**config.mk**
```make
export PLATFORM = sky130hd
export DESIGN_NAME = waveform_shaper_flat
export DESIGN_NICKNAME = d
export VERILOG_FILES = /design/src/rtl/afg_pkg.sv /design/src/rtl/waveform_shaper_if.sv /design/src/rtl/wave_amp_scaler.sv /design/src/rtl/waveform_shaper.sv /design/src/flat_wrapper.sv
export SDC_FILE = /design/constraint.sdc
export NUM_CORES = 1
export LEC_CHECK = 0
export BUFFER_PORTS_ARGS = -buffer_cell sky130_fd_sc_hd__clkbuf_2
export CAP_MARGIN = 20
export CORE_ASPECT_RATIO = 0.6
export CORE_MARGIN = 1
export CORE_UTILIZATION = 60
export DETAILED_ROUTE_END_ITERATION = 12
export PLACE_DENSITY_LB_ADDON = 0.12
export SYNTH_ARGS = -nofsm -noshare
export SYNTH_HDL_FRONTEND = slang
export SYNTH_SLANG_ARGS = --single-unit
```
**constraint.sdc**
```tcl
create_clock -name Clock -period 6.9 [get_ports Clock]
set_clock_uncertainty 0.15 [all_clocks]
set_input_delay 0.345 -clock Clock [delete_from_list [all_inputs] [get_ports Clock]]
set_output_delay 0.345 -clock Clock [all_outputs]
set_load 0.05 [all_outputs]
```
**src/rtl/afg_pkg.sv**
```systemverilog
// Shared types and constants for the waveform generator datapath.
package afg_pkg;

  localparam int PHASE_W = 14;
  localparam int OUT_W   = 14;
  localparam int ROM_AW  = 12;
  localparam int MAG_W   = OUT_W - 1;
  localparam int AMP_W   = 8;

  typedef enum logic [1:0] {
    SINE   = 2'd0,
    TRI    = 2'd1,
    SAW    = 2'd2,
    SQUARE = 2'd3
  } wave_mode_t;

  localparam logic [OUT_W-1:0] SQUARE_POS = 14'h1FFF;  // +8191
  localparam logic [OUT_W-1:0] SQUARE_NEG = 14'h2001;  // -8191
  localparam logic [OUT_W-1:0] WAVE_OFFSET = 14'h2000; // 8192

endpackage

```
**src/rtl/waveform_shaper_if.sv**
```systemverilog
// Sample-stream, configuration and external ROM signals of the waveform shaper.
interface waveform_shaper_if;
  import afg_pkg::*;

  logic [PHASE_W-1:0] Phase_in;
  logic               Phase_valid;
  logic               Wrap_in;
  logic [1:0]         Mode_in;
  logic [AMP_W-1:0]   Amp_in;
  logic               Mode_load;
  logic [ROM_AW-1:0]  Rom_addr;
  logic [MAG_W-1:0]   Rom_data;
  logic [OUT_W-1:0]   Wave_out;
  logic               Wave_valid;
  logic [1:0]         Mode_active;

  modport slave (
    input  Phase_in, Phase_valid, Wrap_in, Mode_in, Amp_in, Mode_load, Rom_data,
    output Rom_addr, Wave_out, Wave_valid, Mode_active
  );

  modport master (
    output Phase_in, Phase_valid, Wrap_in, Mode_in, Amp_in, Mode_load, Rom_data,
    input  Rom_addr, Wave_out, Wave_valid, Mode_active
  );

endinterface

```
**src/rtl/wave_amp_scaler.sv**
```systemverilog
// Registered gain stage: sample * (amp + 1), arithmetic shift right by 8.
module wave_amp_scaler
  import afg_pkg::*;
(
  input  logic                    Clock,
  input  logic                    Reset,
  input  logic signed [OUT_W-1:0] rawIn,
  input  logic [AMP_W-1:0]        ampIn,
  input  logic                    validIn,
  output logic [OUT_W-1:0]        Wave_out,
  output logic                    Wave_valid
);

  logic [AMP_W:0]     gain;
  logic signed [22:0] rawExt;
  logic signed [22:0] gainExt;
  logic signed [22:0] product;

  assign gain    = {1'b0, ampIn} + 9'd1;
  assign rawExt  = 23'(rawIn);
  assign gainExt = $signed(23'(gain));
  assign product = rawExt * gainExt;

  // Output holds its last value across bubbles; only the valid strobe drops.
  always_ff @(posedge Clock or negedge Reset) begin
    if (!Reset) begin
      Wave_out   <= '0;
      Wave_valid <= 1'b0;
    end else begin
      Wave_valid <= validIn;
      if (validIn) Wave_out <= OUT_W'(product >>> 8);
    end
  end

endmodule

```
**src/rtl/waveform_shaper.sv**
```systemverilog
// Phase-to-sample shaper: deferred mode/amp commit, ROM addressing, raw wave select, scaling.
module waveform_shaper
  import afg_pkg::*;
(
  input  logic              Clock,
  input  logic              Reset,
  waveform_shaper_if.slave  bus
);

  wave_mode_t         shadowMode, activeMode, sampleMode;
  logic [AMP_W-1:0]   shadowAmp, activeAmp, sampleAmp;
  logic               pendingLoad, commit;

  logic [PHASE_W-1:0] s1Phase, s2Phase;
  wave_mode_t         s1Mode, s2Mode;
  logic [AMP_W-1:0]   s1Amp, s2Amp, rawAmp;
  logic               s1Valid, s2Valid, rawValid;
  logic signed [OUT_W-1:0] raw, rawReg, romMag;
  logic [MAG_W-1:0]   triMag;

  // A load only commits at a wrap strictly after it, so the pending flag is read before update.
  assign commit     = bus.Phase_valid & bus.Wrap_in & pendingLoad;
  assign sampleMode = commit ? shadowMode : activeMode;
  assign sampleAmp  = commit ? shadowAmp  : activeAmp;
  assign bus.Mode_active = activeMode;

  always_ff @(posedge Clock or negedge Reset) begin
    if (!Reset) begin
      shadowMode  <= SINE;
      shadowAmp   <= 8'd255;
      activeMode  <= SINE;
      activeAmp   <= 8'd255;
      pendingLoad <= 1'b0;
    end else begin
      if (bus.Mode_load) begin
        shadowMode <= wave_mode_t'(bus.Mode_in);
        shadowAmp  <= bus.Amp_in;
      end
      if (commit) begin
        activeMode <= shadowMode;
        activeAmp  <= shadowAmp;
      end
      pendingLoad <= bus.Mode_load | (pendingLoad & ~commit);
    end
  end

  always_ff @(posedge Clock or negedge Reset) begin
    if (!Reset) begin
      s1Phase      <= '0;
      s1Mode       <= SINE;
      s1Amp        <= '0;
      s1Valid      <= 1'b0;
      s2Phase      <= '0;
      s2Mode       <= SINE;
      s2Amp        <= '0;
      s2Valid      <= 1'b0;
      rawReg       <= '0;
      rawAmp       <= '0;
      rawValid     <= 1'b0;
      bus.Rom_addr <= '0;
    end else begin
      s1Phase  <= bus.Phase_in;
      s1Mode   <= sampleMode;
      s1Amp    <= sampleAmp;
      s1Valid  <= bus.Phase_valid;
      s2Phase  <= s1Phase;
      s2Mode   <= s1Mode;
      s2Amp    <= s1Amp;
      s2Valid  <= s1Valid;
      rawReg   <= raw;
      rawAmp   <= s2Amp;
      rawValid <= s2Valid;
      // Odd quadrants read the quarter wave backwards.
      if (bus.Phase_valid)
        bus.Rom_addr <= bus.Phase_in[PHASE_W-2] ? ~bus.Phase_in[ROM_AW-1:0]
                                                 :  bus.Phase_in[ROM_AW-1:0];
    end
  end

  assign romMag = $signed({1'b0, bus.Rom_data});
  assign triMag = s2Phase[PHASE_W-1] ? ~s2Phase[MAG_W-1:0] : s2Phase[MAG_W-1:0];

  always_comb begin
    raw = '0;
    unique case (s2Mode)
      SINE:    raw = s2Phase[PHASE_W-1] ? -romMag : romMag;
      TRI:     raw = $signed({triMag, 1'b0} - WAVE_OFFSET);
      SAW:     raw = $signed({~s2Phase[PHASE_W-1], s2Phase[MAG_W-1:0]});
      SQUARE:  raw = $signed(s2Phase[PHASE_W-1] ? SQUARE_NEG : SQUARE_POS);
      default: raw = '0;
    endcase
  end

  wave_amp_scaler u_scaler (
    .Clock      (Clock),
    .Reset      (Reset),
    .rawIn      (rawReg),
    .ampIn      (rawAmp),
    .validIn    (rawValid),
    .Wave_out   (bus.Wave_out),
    .Wave_valid (bus.Wave_valid)
  );

endmodule
```
**src/flat_wrapper.sv**
```systemverilog
// flat-port wrapper written by rule: the top's interface ports become plain ports
module waveform_shaper_flat import afg_pkg::*;
  (Clock, Reset, bus_Phase_in, bus_Phase_valid, bus_Wrap_in, bus_Mode_in, bus_Amp_in, bus_Mode_load, bus_Rom_data, bus_Rom_addr, bus_Wave_out, bus_Wave_valid, bus_Mode_active);
  waveform_shaper_if bus_i ();
  input  logic Clock;
  input  logic Reset;
  input wire logic [$bits(bus_i.Phase_in)-1:0] bus_Phase_in;
  input wire logic [$bits(bus_i.Phase_valid)-1:0] bus_Phase_valid;
  input wire logic [$bits(bus_i.Wrap_in)-1:0] bus_Wrap_in;
  input wire logic [$bits(bus_i.Mode_in)-1:0] bus_Mode_in;
  input wire logic [$bits(bus_i.Amp_in)-1:0] bus_Amp_in;
  input wire logic [$bits(bus_i.Mode_load)-1:0] bus_Mode_load;
  input wire logic [$bits(bus_i.Rom_data)-1:0] bus_Rom_data;
  output wire logic [$bits(bus_i.Rom_addr)-1:0] bus_Rom_addr;
  output wire logic [$bits(bus_i.Wave_out)-1:0] bus_Wave_out;
  output wire logic [$bits(bus_i.Wave_valid)-1:0] bus_Wave_valid;
  output wire logic [$bits(bus_i.Mode_active)-1:0] bus_Mode_active;
  assign bus_i.Phase_in = bus_Phase_in;
  assign bus_i.Phase_valid = bus_Phase_valid;
  assign bus_i.Wrap_in = bus_Wrap_in;
  assign bus_i.Mode_in = bus_Mode_in;
  assign bus_i.Amp_in = bus_Amp_in;
  assign bus_i.Mode_load = bus_Mode_load;
  assign bus_i.Rom_data = bus_Rom_data;
  assign bus_Rom_addr = bus_i.Rom_addr;
  assign bus_Wave_out = bus_i.Wave_out;
  assign bus_Wave_valid = bus_i.Wave_valid;
  assign bus_Mode_active = bus_i.Mode_active;
  waveform_shaper u_core (.Clock(Clock), .Reset(Reset), .bus(bus_i));
endmodule
```
==> summary.md, run 1 <==
| Metric | Value |
|---|---|
| Outcome | finished, final reports clean |
| Final WS setup | 0.401 ns |
| Share of post-route cells with drive strength above 1 | 18.2% |
| Diodes inserted | 0 |
| Area grow syn2layout | 15.3% |
| Yosys warns | 0 |
| Final setup vio count | 0 |
| Syn Area/Cell | 10.6 um^2 |
| Worst-path clk slew | 0.07 ns |
| #FFs+latches synth | 119 |
| Num CTS Buffers | 17 |
| First-pass GRT wire length | 32.0 mm |
| Final Hold Vio Count | 0 |
| DR pass1 iterations | 6 |
| Final Critical Period | 6.50 ns |
| Unrepaired setup endpoints after global routing | no |
| Sequential element share of the synthesized area | 34.5% |
| Std cell rows | 33 |
| Required time worst endpoint | 7.05 ns |
| Number of flops mapped to enable cells by yosys | 0 |
| Clk sinks | 119 |
| Die width | 157 um |
| Syn_nets | 1013 |
| Yosys cell types | 49 |
| Least-Margin Pin Slew | 0.969 ns |
| CP Capture Type | flip-flop |
| XOR/XNOR Fraction of Synth Area | 5.24% |
| Post-DRT Antenna Nets | 0 |
| FFs w/ async S/R, synth | 100% |
| CTS root buf | clkbuf_16 |
| Area after DPL | 9210 um^2 |
| Peak fanout along the critical path | 18 |
| Vias in the first global route | 6519 |
| Ys flop type | dfrtp_1 |
| Largest cells by area after synthesis | dfrtp_1, fa_1, ha_1 |
| Synth Instances | 823 |
| Startpoint types | flip-flop |
| CTS Buffer Depth | 2 |
| Setup tns final | 0 ns |
| Initial antenna violation count | 0 |
| Synth top area share | 29.6% |
| Fmax | 154 MHz |
| Top cell type by total area after synthesis | dfrtp_1 |
| DP Wirelength | 13.6 mm |
| Grt total ovfl | 0 |
| Final Cell Area | 10000 um^2 |
| Final wirelength | 19.1 mm |
| Routed len/inst | 17.3 um |
| Routed vias | 6034 |
| Adder-cell share of the synthesized area | 29.9% |
| GP Congestion | 0.856 |
| Core ar. | 13900 um^2 |
| Fin. max-slew vios | 0 |
| Compound-Gate Fraction of Synth Area | 6.29% |
| I/O Buffers | 70 |
| Post-synth top cells | inv_1, dfrtp_1, fa_1, nand2_1, ha_1 |
| Initial cell density of the core | 62.5% |
| Final nets | 1091 |
| H-Tree Depth | 4 |
| Pin count of the biggest net entering global routing | 73 |
| Setup CP Type | reg -> reg |
| Main combinational cell family by area after synthesis | adder cells |
| Simple-gate share of the synthesized area | 12.3% |
| Setup WS pre-CTS | 0.339 ns |
| Initial DRC Count | 371 |
| Chip height | 95.3 um |
| Max-slew headroom | 35.4% |
| Residual DRC | 0 |
| Avg Vias per Cell | 5.46 |
| Crit path DAT | 6.65 ns |
| Worst min-delay path class | in -> reg |
| All-layer global routing usage | 28.7% |
| Mux cell area share after synthesis | 4.65% |
| Mapped Area | 8700 um^2 |
| Die footprint | 15000 um^2 |
| Clk_lat worst skew | 0.42 ns |
| Most numerous cell in the Yosys netlist | inv_1 |
| Max-Cap Viols | 0 |
| Number of placed I/O pins | 71 |
| Fin crit share | 94.2% |
| WHS | 0.00689 ns |
| TritonCTS clock tree | yes |
[per-layer routing]
| layer | wire (um) | up-vias | GRT usage, % | part of all wire, % |
|---|---|---|---|---|
| met5 | 0 | - | 0 | 0 |
| met4 | 310 | 0 | 9.14 | 1.6 |
| met3 | 997 | 40 | 5.27 | 5.2 |
| met2 | 9240 | 187 | 48.6 | 48 |
| met1 | 8540 | 3071 | 38.0 | 45 |
| li1 | - | 2736 | - | - |
[worst paths after layout]
check,from,end,slack (ns),cells past startpoint
worst max-delay path,u_core.rawAmp[0],u_core.u_scaler.Wave_out[12],0.40,23
worst min-delay path,bus_Amp_in[4],u_core.shadowAmp[4],0.007,2
worst max register to register,u_core.rawAmp[0],u_core.u_scaler.Wave_out[12],0.40,23
worst min register to register,u_core.s1Amp[7],u_core.s2Amp[7],0.20,0
max in group asynchronous,Reset,u_core.s2Phase[8],4.99,3
min in group asynchronous,Reset,u_core.s1Amp[4],0.46,2
[flip-flops by register name (all words and copies together), names as in the netlist, 12 cells and up]
signal	flops
u_core.bus.Rom_addr	12
u_core.rawReg	14
u_core.s1Phase	14
u_core.s2Phase	14
u_core.u_scaler.Wave_out	14
[through the flow]
step	utilization, %	cells
finish	72.1	1106
global route	72.1	1106
CTS	71.8	1104
detailed placement	66.2	1057
global placement	66.2	1057
floorplan	-	823
[worst max-delay path: stages, from the launching register on]
cell and delay [ns]:
dfrtp_2 0.57, ha_1 0.33, xor2_1 0.19, buf_4 0.24, nand2_1 0.12, fa_1 0.56, inv_1 0.06, fa_1 0.52
inv_1 0.07, fa_1 0.53, inv_1 0.05, fa_1 0.47, inv_1 0.05, fa_1 0.52, inv_1 0.04, ha_1 0.31
o2bb2ai_1 0.22, a211oi_2 0.09, o21a_4 0.23, nor3_2 0.24, o21ai_2 0.16, a21o_1 0.23, a2111oi_2 0.36, nor2_1 0.09
[cell type report]
class / count / area (um^2)
sequential: 119 / 3000
multi-input combinational: 538 / 5080
fill: 977 / 3890
inverter: 131 / 492
timing repair buffer: 94 / 591
tap: 192 / 240
clock inverter: 15 / 204
clock buffer: 17 / 425
[layout by cell type (no fill, tap or decap), drive strengths merged, types with 2 or more instances in the layout]
cell type / n
a211oi: 6
a21o: 7
a21oi: 26
and2: 39
and3: 2
buf: 10
bufinv: 2
clkbuf: 86
clkinv: 3
clkinvlp: 2
dfrtp: 103
dfstp: 16
dlygate4sd3: 15
fa: 100
ha: 48
inv: 139
mux2: 27
mux2i: 10
nand2: 76
nand2b: 8
nand3: 13
nand4: 4
nor2: 32
nor2b: 20
nor3: 6
o21a: 4
o21ai: 29
o31ai: 6
or3: 10
xnor2: 42
xor2: 10
[logic make-up (layout without fill, tap and decap cells)]
family,Yosys count,in the layout
simple gates,216,216
buf+inv,166,257
mux,37,37
flops,119,119
xor+xnor,52,52
fa+ha+maj,148,148
compound gates,85,85
[what timing repair did]
| item | CTS | global route |
|---|---|---|
| gates resized for setup | 0 | 1 |
| hold endpoints to repair | 71 | 0 |
| endpoints found under the setup margin | 0 | 2 |
| setup buffers | 0 | 0 |
| hold buffers | 15 | 0 |
Power of run 1 is left out: the tool's default activity adds up to more than one toggle a clock period on the data nets, which glitch-free logic cannot reach.
==> run 2: changes to the inputs <==
- CORE_ASPECT_RATIO: 0.6 -> unset
==> summary.md, run 2 (same netlist as run 1, synthesis figures left out) <==
| Metric | Value |
|---|---|
| Clk_lat worst skew | 0.41 ns |
| Worst min-delay path startpoint | bus_Amp_in[3] |
| Multi-input gate area | 5080 um^2 |
| Worst-path clk slew | 0.06 ns |
| R2r setup slk | 0.48 ns |
| Max-Cap Viols | 0 |
| Final cell count without fillers | 1096 |
| Hold-critical path endpoint | u_core.shadowAmp[3] |
| Std cell rows | 43 |
| Num CTS Buffers | 17 |
| Final nets | 1093 |
| Pin count of the biggest net entering global routing | 68 |
| Area after DPL | 9210 um^2 |
| Die footprint | 15000 um^2 |
| Routed vias | 5819 |
| Initial DRC Count | 202 |
| First-pass GRT wire length | 29.4 mm |
| Hold-fix buffers, CTS | 17 |
| Final Cell Area | 10000 um^2 |
| Routed len/inst | 15.8 um |
| Final wirelength | 17.3 mm |
| Cell count of the worst reg-to-reg path | 21 |
| DP Wirelength | 12.7 mm |
| R2r endpoint | u_core.u_scaler.Wave_out[12] |
| Fmax | 156 MHz |
| Initial cell density of the core | 62.2% |
| Number of placed I/O pins | 71 |
| WHS | 0.0175 ns |
| CTS root buf | clkbuf_16 |
| Worst min-delay path class | in -> reg |
| Worst r2r src | u_core.rawAmp[0] |
| Final setup vio count | 0 |
| CTS Buffer Depth | 2 |
| Initial antenna violation count | 0 |
| Unrepaired setup endpoints after global routing | no |
| Diodes inserted | 0 |
| Postcts setup bufs | 0 |
| DR pass1 iterations | 4 |
| Area grow syn2layout | 15.4% |
| Crit path DAT | 6.56 ns |
| FF+latch area | 3000 um^2 |
| TritonCTS clock tree | yes |
| Setup CP Type | reg -> reg |
| Final Hold Vio Count | 0 |
| Worst hold path stage count | 2 |
| Fillers | 989 |
| Setup tns final | 0 ns |
| Core ar. | 14000 um^2 |
| Share of post-route cells with drive strength above 1 | 18.0% |
| Clk sinks | 119 |
| CP Capture Type | flip-flop |
| Avg Vias per Cell | 5.31 |
| All-layer global routing usage | 25.9% |
| Vias in the first global route | 6347 |
| Post-DRT Antenna Nets | 0 |
| Die width | 122 um |
| Chip height | 122 um |
| GP Congestion | 0.808 |
| H-Tree Depth | 4 |
| Final Critical Period | 6.42 ns |
| Outcome | finished, final reports clean |
| I/O Buffers | 70 |
| Fin crit share | 93.0% |
| Residual DRC | 0 |
| Placed cell count | 1046 |
| Required time worst endpoint | 7.04 ns |
| Cts repair resizes | 0 |
| Startpoint types | flip-flop |
| Max-slew headroom | 37.9% |
| Grt total ovfl | 0 |
| Fin. max-slew vios | 0 |
| Least-Margin Pin Slew | 0.931 ns |
| Most common cell after layout, fill and taps aside | inv_1 |
| Peak fanout along the critical path | 18 |
| Most frequent cells in the layout | inv_1, dfrtp_1, fa_1 |
==> run 2: changes by cell type in the layout (fill, tap and decap cells not counted), sizes merged <==
cell / delta
dlygate4sd3: +2
inv: -1
clkinvlp: -1
clkbuf: +1
bufinv: +1
==> run 2: layer usage <==
metal | track usage, % | vias up | routed length (um)
met5 | 0 | - | 0
met4 | 8.46 | 0 | 251
met3 | 5.02 | 23 | 794
met2 | 45.9 | 140 | 9060
met1 | 31.7 | 2916 | 7180
li1 | - | 2740 | -
==> run 2: worst max path at each step <==
stage	endpoint	slack [ns]	start	depth (start not counted)
after floorplan	u_core.u_scaler.Wave_out[12]	0.87	u_core.rawAmp[0]	23
after detailed placement	u_core.u_scaler.Wave_out[12]	0.48	u_core.rawAmp[0]	19
final	u_core.u_scaler.Wave_out[12]	0.48	u_core.rawAmp[0]	21
after global placement	u_core.u_scaler.Wave_out[12]	0.67	u_core.rawAmp[0]	23
after CTS	u_core.u_scaler.Wave_out[12]	0.50	u_core.rawAmp[0]	23
after global routing	u_core.u_scaler.Wave_out[12]	0.08	u_core.rawAmp[0]	22
==> run 2: through the flow <==
step                worst slack, ns  util (%)
floorplan                     0.867         -
global placement              0.669      65.8
detailed placement            0.483      65.8
CTS                           0.503      71.6
global route                 0.0813      71.8
finish                        0.480      71.8
==> run 2: worst max-delay path: stages, from the launching register on <==
cell	delay [ns]
dfrtp_1	0.67
nand3_1	0.16
xnor2_1	0.51
buf_4	0.26
nand2_1	0.09
fa_1	0.55
inv_1	0.05
fa_1	0.53
fa_1	0.44
fa_1	0.54
inv_1	0.06
fa_1	0.52
inv_1	0.04
ha_1	0.31
o21a_1	0.21
o21ai_1	0.14
nand2b_1	0.12
nand3_1	0.13
o21ai_2	0.11
a21o_1	0.24
a2111oi_2	0.36
nor2_1	0.08
==> run 2: final cells by class <==
cell class | count | area share [%]
clock inverters | 14 | 1.83
repair buffers | 96 | 6.08
flip-flops and latches | 119 | 29.9
well taps | 180 | 2.24
inverters | 131 | 4.90
clock buffers | 18 | 4.49
multi-input cells | 538 | 50.6
Power of run 2 is left out for the same reason.
==> run 3: changes to the inputs <==
- ABC_AREA: unset -> 1
==> summary.md, run 3 <==
| Metric | Value |
|---|---|
| M2 GR Usage | 49.2% |
| #FFs+latches synth | 119 |
| Largest cells by area after synthesis | dfrtp_1, fa_1, nand2_1 |
| CP delay by family, top | adder cells |
| Synth Instances | 1082 |
| Final Critical Period | 6.38 ns |
| Max-Cap Viols | 0 |
| Grt total ovfl | 0 |
| Initial DRC Count | 469 |
| Failing checks | DRC |
| Number of placed I/O pins | 71 |
| Fillers | 1129 |
| Met3 Usage GRT | 5.44% |
| Mapped Area | 9170 um^2 |
| I/O Buffers | 70 |
| Chip height | 126 um |
| Peak fanout along the critical path | 11 |
| Yosys cell types | 41 |
| Routed vias | 7194 |
| DP Wirelength | 15.4 mm |
| Final setup vio count | 0 |
| Num CTS Buffers | 17 |
| All-layer global routing usage | 28.9% |
| Final nets | 1364 |
| Die width | 126 um |
| First-pass GRT wire length | 35.0 mm |
| Buf/Inv on CP | 7 |
| Setup tns final | 0 ns |
| Critical path's largest stage delay | 0.65 ns |
| CTS Buffer Depth | 2 |
| Core ar. | 14700 um^2 |
| Syn Area/Cell | 8.48 um^2 |
| Most common cell after layout, fill and taps aside | nand2_1 |
| Required time worst endpoint | 7.05 ns |
| Synth top area share | 28.1% |
| Final wirelength | 20.2 mm |
| H-Tree Depth | 4 |
| Outcome | finished, violations left |
| Final Cell Area | 10500 um^2 |
| Std cell rows | 44 |
| Max-slew headroom | 43.6% |
| Avg Vias per Cell | 5.25 |
| CP Capture Type | flip-flop |
| Setup CP Type | reg -> reg |
| Ys flop type | dfrtp_1 |
| Most frequent cells in the layout | nand2_1, inv_1, dfrtp_1 |
| Post-synth top cells | nand2_1, inv_1, dfrtp_1, nor2_1, fa_1 |
| Area grow syn2layout | 14.6% |
| Yosys warns | 0 |
| Syn_nets | 1272 |
| Clk sinks | 119 |
| Least-Margin Pin Slew | 0.843 ns |
| Die footprint | 15800 um^2 |
| Unrepaired setup endpoints after global routing | no |
| Worst-path clk slew | 0.06 ns |
| Top cell type by total area after synthesis | dfrtp_1 |
| Initial cell density of the core | 62.4% |
| Residual DRC | 1 |
| Share of post-route cells with drive strength above 1 | 11.9% |
| Crit path DAT | 6.53 ns |
| Top Usage Layer GRT | met2 |
| Postcts setup bufs | 0 |
| TritonCTS clock tree | yes |
| Pin count of the biggest net entering global routing | 63 |
| Routed len/inst | 14.7 um |
| Fin. max-slew vios | 0 |
| Slowest-stage cell, CP | dfrtp_1 |
| Multi-input gate area | 5260 um^2 |
| Startpoint types | flip-flop |
| Most numerous cell in the Yosys netlist | nand2_1 |
| Sequential element share of the synthesized area | 32.7% |
| Diodes inserted | 0 |
| GP Congestion | 0.927 |
| Area after DPL | 9660 um^2 |
| Fmax | 157 MHz |
| Worst min-delay path class | in -> reg |
| Worst path most repeated cell | nand2_1 |
| Clk_lat worst skew | 0.42 ns |
| Final Hold Vio Count | 0 |
| FFs w/ async S/R, synth | 100% |
| FF+latch area | 3000 um^2 |
| CTS root buf | clkbuf_16 |
| Met1 Use GR | 35.7% |
| Initial antenna violation count | 0 |
| Fin crit share | 92.4% |
| Post-DRT Antenna Nets | 0 |
| DR pass1 iterations | 10 |
| Vias in the first global route | 7337 |
| Number of flops mapped to enable cells by yosys | 0 |
[run 3: cell count changes in the layout (fill, tap and decap cells not counted), sizes merged, moves of 20 or more]
| cell | change |
|---|---|
| nand2 | +201 |
| inv | +80 |
| nor2 | +74 |
| and2 | -39 |
| o21ai | +31 |
| mux2 | -27 |
| xnor2 | -24 |
| nor2b | -20 |
[run 3: timing repair]
| action | 4_1_cts | 5_1_grt |
|---|---|---|
| endpoints found under the hold margin | 81 | 0 |
| resized for setup | 0 | 0 |
| hold buffers | 25 | 0 |
[run 3: logic make-up after synthesis]
family | synth area share (%)
simple gates | 20.5
buf+inv | 10.0
fa+ha+maj | 28.4
flops | 32.7
compound gates | 5.97
xor+xnor | 2.48
[run 3: cell type report]
type / count / share of cell area, %
Clock buffer: 19 / 4.31
Clock inverter: 13 / 1.37
Inverter: 215 / 7.73
Multi-Input combinational cell: 724 / 50.0
Sequential cell: 119 / 28.5
Tap cell: 184 / 2.19
Timing Repair Buffer: 97 / 5.88
[run 3: worst reg2reg max path, stage by stage, from the launching register on]
cell and delay [ns]:
dfrtp_1 0.65, ha_1 0.25, nand2_1 0.07, nor2_1 0.12
inv_1 0.07, o21bai_1 0.12, nand2_1 0.20, inv_1 0.30
nand2_1 0.13, fa_1 0.54, inv_1 0.05, fa_1 0.46
fa_1 0.52, fa_1 0.55, inv_1 0.06, fa_1 0.54
inv_1 0.04, ha_1 0.34, nand2_1 0.13, inv_1 0.06
a21boi_0 0.36, nand2_1 0.16, nand2_1 0.08, nand3_1 0.09
inv_1 0.07, nand2_1 0.05, nand3_1 0.06, nand2_1 0.06
[run 3: worst paths after layout]
check | start | end | slack, ns | cells after the start
min in group asynchronous | Reset | u_core.u_scaler.Wave_out[1] | 0.39 | 2
min | bus_Wrap_in | u_core.pendingLoad | 0.05 | 3
min reg2reg | u_core.s1Phase[13] | u_core.s2Phase[13] | 0.20 | 0
max reg2reg | u_core.rawAmp[0] | u_core.u_scaler.Wave_out[13] | 0.52 | 27
max in group asynchronous | Reset | u_core.u_scaler.Wave_out[12] | 4.96 | 3
max | u_core.rawAmp[0] | u_core.u_scaler.Wave_out[13] | 0.52 | 27
[run 3: routing by layer]
metal / part of all wire [%] / wire, um
met3: 5.2 / 1050
met5: 0 / 0
met4: 3.6 / 732
met2: 50 / 10100
met1: 41 / 8340
[run 3: through the flow]
step                worst slack (ns)  hold WS, ns  instances  utilization (%)
floorplan                       1.35       -0.101       1082                -
global placement               0.773        0.182       1314             65.7
detailed placement             0.614        0.185       1314             65.7
CTS                            0.553       0.0267       1371             71.5
global route                   0.124       0.0709       1371             71.5
finish                         0.521       0.0536       1371             71.5
Power of run 3 is left out for the same reason.
